==> config.mk <==
export PLATFORM = sky130hd
export DESIGN_NAME = ll_dequeue_scheduler_flat
export DESIGN_NICKNAME = d
export VERILOG_FILES = /design/src/rtl/ll_dequeue_scheduler_if.sv /design/src/rtl/ll_dequeue_scheduler.sv /design/src/flat_wrapper.sv
export SDC_FILE = /design/constraint.sdc
export NUM_CORES = 1
export LEC_CHECK = 0
export ABC_AREA = 1
export ABC_CLOCK_PERIOD_IN_PS = 1200
export CORE_MARGIN = 2
export CORE_UTILIZATION = 47
export CTS_BUF_LIST = sky130_fd_sc_hd__clkbuf_8
export CTS_CLUSTER_DIAMETER = 150
export DETAILED_ROUTE_END_ITERATION = 12
export PLACE_DENSITY = 0.78
export SLEW_MARGIN = 30
export SYNTH_ARGS = -nofsm -noshare
export SYNTH_HDL_FRONTEND = slang
export SYNTH_SLANG_ARGS = --single-unit
==> constraint.sdc <==
create_clock -name clk -period 1.2 [get_ports clk]
set_input_delay 0.12 -clock clk [delete_from_list [all_inputs] [get_ports clk]]
set_output_delay 0.12 -clock clk [all_outputs]
set_load 0.01 [all_outputs]
==> src/rtl/ll_dequeue_scheduler_if.sv <==
// Bundle between ll_dequeue_scheduler, its upstream linked_list_fifo and the downstream consumer.
// Latency: none; wires only.
// Backpressure: out_ready from the consumer; pop is the only flow control toward the FIFO.
interface ll_dequeue_scheduler_if #(
    parameter int WIDTH     = 8,
    parameter int NUM_FIFOS = 2,
    parameter int SEL_WIDTH = (NUM_FIFOS > 1) ? $clog2(NUM_FIFOS) : 1
);
    // upstream (linked_list_fifo) side
    logic [NUM_FIFOS-1:0] empty;
    logic [WIDTH-1:0]     ll_data_out;
    logic                 pop;
    logic [SEL_WIDTH-1:0] pop_sel;
    // downstream (consumer) side
    logic                 out_valid;
    logic                 out_ready;
    logic [WIDTH-1:0]     out_data;
    logic [SEL_WIDTH-1:0] out_sel;

    // scheduler view
    modport master (
        input  empty, ll_data_out, out_ready,
        output pop, pop_sel, out_valid, out_data, out_sel
    );

    // environment view (FIFO model + consumer)
    modport slave (
        output empty, ll_data_out, out_ready,
        input  pop, pop_sel, out_valid, out_data, out_sel
    );
endinterface

==> src/rtl/ll_dequeue_scheduler.sv <==
// Round-robin pop from linked_list_fifo into a 2-entry tagged skid buffer (DEQ_STRICT_PRIO_EN: fixed priority, queue 0 first).
// Latency: item popped in cycle N is on out_* in N+1 when the buffer is empty; 1 item/cycle sustained.
// Backpressure: out_ready low fills the buffer; cnt==2 blocks pop, with no combinational out_ready->pop path.
module ll_dequeue_scheduler #(
    parameter int WIDTH     = 8,
    parameter int NUM_FIFOS = 2,
    parameter int SEL_WIDTH = (NUM_FIFOS > 1) ? $clog2(NUM_FIFOS) : 1
) (
    input  logic                  clk,
    input  logic                  rst,
    ll_dequeue_scheduler_if.master bus
);
    logic [WIDTH-1:0]     buf_dat [2];
    logic [SEL_WIDTH-1:0] buf_sel [2];
    logic                 rd_idx;
    logic                 wr_idx;
    logic [1:0]           cnt;

    logic                 space;
    logic                 any_elig;
    logic                 drain;
    logic [SEL_WIDTH-1:0] gnt;

    // space looks only at registered occupancy so out_ready never reaches pop
    assign space = (cnt != 2'd2);
    assign drain = bus.out_valid & bus.out_ready;

`ifdef DEQ_STRICT_PRIO_EN
    // Fixed priority: the lowest-index non-empty queue wins (descending scan, last hit kept).
    always_comb begin
        any_elig = 1'b0;
        gnt      = '0;
        for (int i = NUM_FIFOS - 1; i >= 0; i--) begin
            if (!bus.empty[SEL_WIDTH'(i)]) begin
                any_elig = 1'b1;
                gnt      = SEL_WIDTH'(i);
            end
        end
    end
`else
    logic [SEL_WIDTH-1:0] rr_ptr;
    int                   idx;

    // Round-robin: first non-empty queue at or after rr_ptr; wrap is explicit so NUM_FIFOS need not be 2^n.
    always_comb begin
        any_elig = 1'b0;
        gnt      = '0;
        idx      = 0;
        for (int i = NUM_FIFOS - 1; i >= 0; i--) begin
            idx = int'(rr_ptr) + i;
            if (idx >= NUM_FIFOS) begin
                idx = idx - NUM_FIFOS;
            end
            if (!bus.empty[SEL_WIDTH'(idx)]) begin
                any_elig = 1'b1;
                gnt      = SEL_WIDTH'(idx);
            end
        end
    end

    // Pointer moves past the granted queue only when a pop actually happens.
    always_ff @(posedge clk or negedge rst) begin
        if (!rst) begin
            rr_ptr <= '0;
        end else if (bus.pop) begin
            rr_ptr <= (gnt == SEL_WIDTH'(NUM_FIFOS - 1)) ? '0 : gnt + 1'b1;
        end
    end
`endif

    // rst gates pop directly so the FIFO never sees a pop while held in reset.
    assign bus.pop     = space & any_elig & rst;
    assign bus.pop_sel = bus.pop ? gnt : '0;

    // Skid buffer: capture the popped head with its queue tag, retire the oldest entry on handshake.
    always_ff @(posedge clk or negedge rst) begin
        if (!rst) begin
            buf_dat[0] <= '0;
            buf_dat[1] <= '0;
            buf_sel[0] <= '0;
            buf_sel[1] <= '0;
            rd_idx     <= 1'b0;
            wr_idx     <= 1'b0;
            cnt        <= 2'd0;
        end else begin
            if (bus.pop) begin
                buf_dat[wr_idx] <= bus.ll_data_out;
                buf_sel[wr_idx] <= gnt;
                wr_idx          <= ~wr_idx;
            end
            if (drain) begin
                rd_idx <= ~rd_idx;
            end
            case ({bus.pop, drain})
                2'b10:   cnt <= cnt + 2'd1;
                2'b01:   cnt <= cnt - 2'd1;
                default: cnt <= cnt;
            endcase
        end
    end

    // Oldest entry is presented straight from the buffer registers; it cannot change while unaccepted.
    assign bus.out_valid = (cnt != 2'd0);
    assign bus.out_data  = buf_dat[rd_idx];
    assign bus.out_sel   = buf_sel[rd_idx];
endmodule

==> src/flat_wrapper.sv <==
// flat-port wrapper written by rule: the top's interface ports become plain ports
module ll_dequeue_scheduler_flat 
#(
    parameter int WIDTH     = 8,
    parameter int NUM_FIFOS = 2,
    parameter int SEL_WIDTH = (NUM_FIFOS > 1) ? $clog2(NUM_FIFOS) : 1
)
  (clk, rst, bus_empty, bus_ll_data_out, bus_out_ready, bus_pop, bus_pop_sel, bus_out_valid, bus_out_data, bus_out_sel);
  ll_dequeue_scheduler_if #(.WIDTH(WIDTH), .NUM_FIFOS(NUM_FIFOS), .SEL_WIDTH(SEL_WIDTH)) bus_i ();
  input  logic clk;
  input  logic rst;
  input wire logic [$bits(bus_i.empty)-1:0] bus_empty;
  input wire logic [$bits(bus_i.ll_data_out)-1:0] bus_ll_data_out;
  input wire logic [$bits(bus_i.out_ready)-1:0] bus_out_ready;
  output wire logic [$bits(bus_i.pop)-1:0] bus_pop;
  output wire logic [$bits(bus_i.pop_sel)-1:0] bus_pop_sel;
  output wire logic [$bits(bus_i.out_valid)-1:0] bus_out_valid;
  output wire logic [$bits(bus_i.out_data)-1:0] bus_out_data;
  output wire logic [$bits(bus_i.out_sel)-1:0] bus_out_sel;
  assign bus_i.empty = bus_empty;
  assign bus_i.ll_data_out = bus_ll_data_out;
  assign bus_i.out_ready = bus_out_ready;
  assign bus_pop = bus_i.pop;
  assign bus_pop_sel = bus_i.pop_sel;
  assign bus_out_valid = bus_i.out_valid;
  assign bus_out_data = bus_i.out_data;
  assign bus_out_sel = bus_i.out_sel;
  ll_dequeue_scheduler #(.WIDTH(WIDTH), .NUM_FIFOS(NUM_FIFOS), .SEL_WIDTH(SEL_WIDTH)) u_core (.clk(clk), .rst(rst), .bus(bus_i));
endmodule
==> results.md, run 1 <==
- Total gr overflow: 0
- Clk_lat worst skew: 0.27 ns
- Min Tclk post-route: 1.355 ns
- I/O pin cnt: 25
- Sequential fraction of the synthesis area: 49.78%
- Post-route setup slack: -0.1553 ns
- CTS root buffer: clkbuf_8
- Synthesized area: 1156 sq um
- Layout fillers: 154
- Row cnt: 17
- Area grow syn2layout: 47.29%
- Dominant cells by area after synthesis: dfrtp_1 50%, nand2_1 24%, nand4_1 10%
- Async SR Flop Fraction: 100.0%
- Total track usage: 24.84%
- Most common library cells after synthesis: 73 x nand2_1, 23 x dfrtp_1, 19 x nand4_1
- Place WS: -0.4272 ns
- Leak: 0.9124 nW
- Post-Syn Instances: 142
- I/O Buffers: 23
- Period utilization: 112.9%
- Layout cells sized above 1: 36.51%
- Setup violators final: 15
- Total number of vias: 1,169
- Final HPWL DP: 1906 um
- Final hold viol count: 0
- Worst-case clock skew: 0.001562 ns
- Yosys top cell by area: dfrtp_1
- Die Height: 53.60 um
- Die ar.: 2872 sq um
- Kind of critical path: in -> reg
- Syn_nets: 156
- Critical path startpoint category: input pin
- Pwr dens: 2660 nW/um^2
- Largest net degree at the start of global routing: 24
- Top_reg_cell synth: dfrtp_1
- Synth top area share: 49.78%
- Routability cong.: 0.7924
- Required time of the critical path: 1.36 ns
- Max FO, Critical Path: 4
- Die Width: 53.60 um
- Antenna-violating nets left: 0
- Clk slew on worst S/H paths: 0.08 ns
- Worst min path class: in -> reg
- Crit. End Element: flip-flop
- Most numerous cell in the Yosys netlist: nand2_1
- Antenna diodes: 0
- CTS tree: yes
- Slew HR: 79.80%
- First-pass GRT wire length: 5037 um
- Slew Limit Fails: 0
- Outcome: finished with violations
- Synth unique cells: 17
- Yosys reg bits: 23
- Finished Core Util: 74.82%
- Initial DRC count: 36
- Layout net count: 204
- Fmax: 737.8 MHz
- Vias in the first global route: 1,121
- CTS HTree Levels: 1
- Initial antenna violation count: 0
- RSZ-0062 raised after global routing: true
- WL/cell: 15.77 um
- Max Root-Sink Buffers: 2
- Synth warn: 0
- Arrival time worst endpoint: 1.52 ns
- Vias per inst: 5.387
- Final WL: 3422 um
- # Max-Cap Violations: 0
- Starting Density: 50.80%
- # DRC: 0
- CTS buffer count: 3
- Worst-Margin Slew: 0.3031 ns
- Peak supply drop: 1.714 mV
- Core footprint: 2276 sq um
- Post-synth EDFFs: 0
- 1st-pass router iterations: 4
- Failing checks: setup timing
- Clock sinks: 23
- Syn Area/Cell: 8.142 sq um
[sequential cells by signal, summed over array words and instances, names as in the netlist]
register,cells
u_core.cnt,2
u_core.rd_idx,1
u_core.buf_sel,2
u_core.wr_idx,1
u_core.rr_ptr,1
u_core.buf_dat,16
[metrics by stage]
stage | cells | total power [mW] | instance area, sq um | hold slack (ns) | TNS, ns
4_1_cts | 212 | 4.120 | 1604 | 0.4476 | -0.7919
6_report | 217 | 4.529 | 1703 | 0.4438 | -1.211
5_1_grt | 217 | 4.821 | 1703 | 0.4752 | -1.826
3_3_place_gp | 201 | 3.449 | 1511 | 0.4539 | -8.811
3_5_place_dp | 201 | 3.546 | 1511 | 0.4602 | -9.213
2_1_floorplan | 142 | 2.591 | 1191 | -0.1756 | 0
[cell type report]
type	instances	area (sq um)	area share (%)
Clock buffer	3	41.29	2.425
Clock inverter	1	3.754	0.2204
Inverter	10	52.55	3.086
Multi-Input combinational cell	104	580.6	34.09
Sequential cell	23	576.8	33.87
Tap cell	28	35.03	2.057
Timing Repair Buffer	47	405.4	23.81
Timing Repair inverter	1	7.507	0.4409
[path summary, 6_finish.rpt]
kind	from	to	slack, ns	cells past startpoint
worst min-delay path	bus_ll_data_out[3]	u_core.buf_dat[11]	0.44	3
max in group asynchronous	rst	u_core.rd_idx	0.42	3
worst max-delay path	bus_empty[0]	u_core.cnt[1]	-0.16	9
worst max register to register	u_core.cnt[1]	u_core.cnt[1]	-0.14	10
min in group asynchronous	rst	u_core.buf_dat[9]	0.54	3
worst min register to register	u_core.buf_dat[7]	u_core.buf_dat[7]	0.48	2
[metal layers]
layer	vias up	GRT usage, %	share of wire (%)
li1	554	-	-
met1	536	31.66	40
met2	66	39.30	49
met3	13	4.722	7.6
met4	0	14.53	3.7
met5	-	0	0
[cell families (layout without fill, tap and decap cells)]
group                      count (synthesis)  in the layout  synth area share [%]
xor gates and xnor gates                   2              2                 1.515
and+or+nand+nor                           99            100                 39.61
buffers and inverters                     16             62                 7.575
adders and majority gates                  1              1                 1.082
AOI/OAI and AO/OA                          1              1                0.4325
DFF                                       23             23                 49.78
[cell usage in the layout, fill, tap and decap left out, types with 4 or more instances in the layout]
master / instances
nand2_1: 59
buf_4: 11
nand4_1: 19
clkdlybuf4s50_1: 10
buf_2: 12
inv_1: 5
nand2_4: 4
nand2_2: 11
dfrtp_1: 22
buf_6: 11
[power by group]
part,internal [mW],total (mW),switching [mW]
clock,0.229,0.483,0.254
combinational,1.21,2.62,1.41
sequential,1.14,1.42,0.278
total,2.59,4.53,1.94
[critical path, cell delays in order]
cell,delay [ns]
clkdlybuf4s50_1,0.45
nor2_2,0.25
nand2_4,0.10
buf_6,0.14
ha_4,0.25
inv_4,0.06
nand3_2,0.05
nand2_1,0.06
nand2_1,0.05
[what timing repair did]
item                       4_1_cts  5_1_grt
setup endpoints to repair       32       33
setup buffers                    6        3
hold buffers                     1        0
pin swaps                        4        4
gates cloned                     1        2
hold endpoints to repair        23        0
gates resized for setup         66       18
No activity file was read; power rests on OpenSTA's default activity.
==> run 2, diff against run 1 <==
CAP_MARGIN = 25   (was default)
==> results of run 2 <==
Final layout, timing and power as in run 1 (identical DEF).
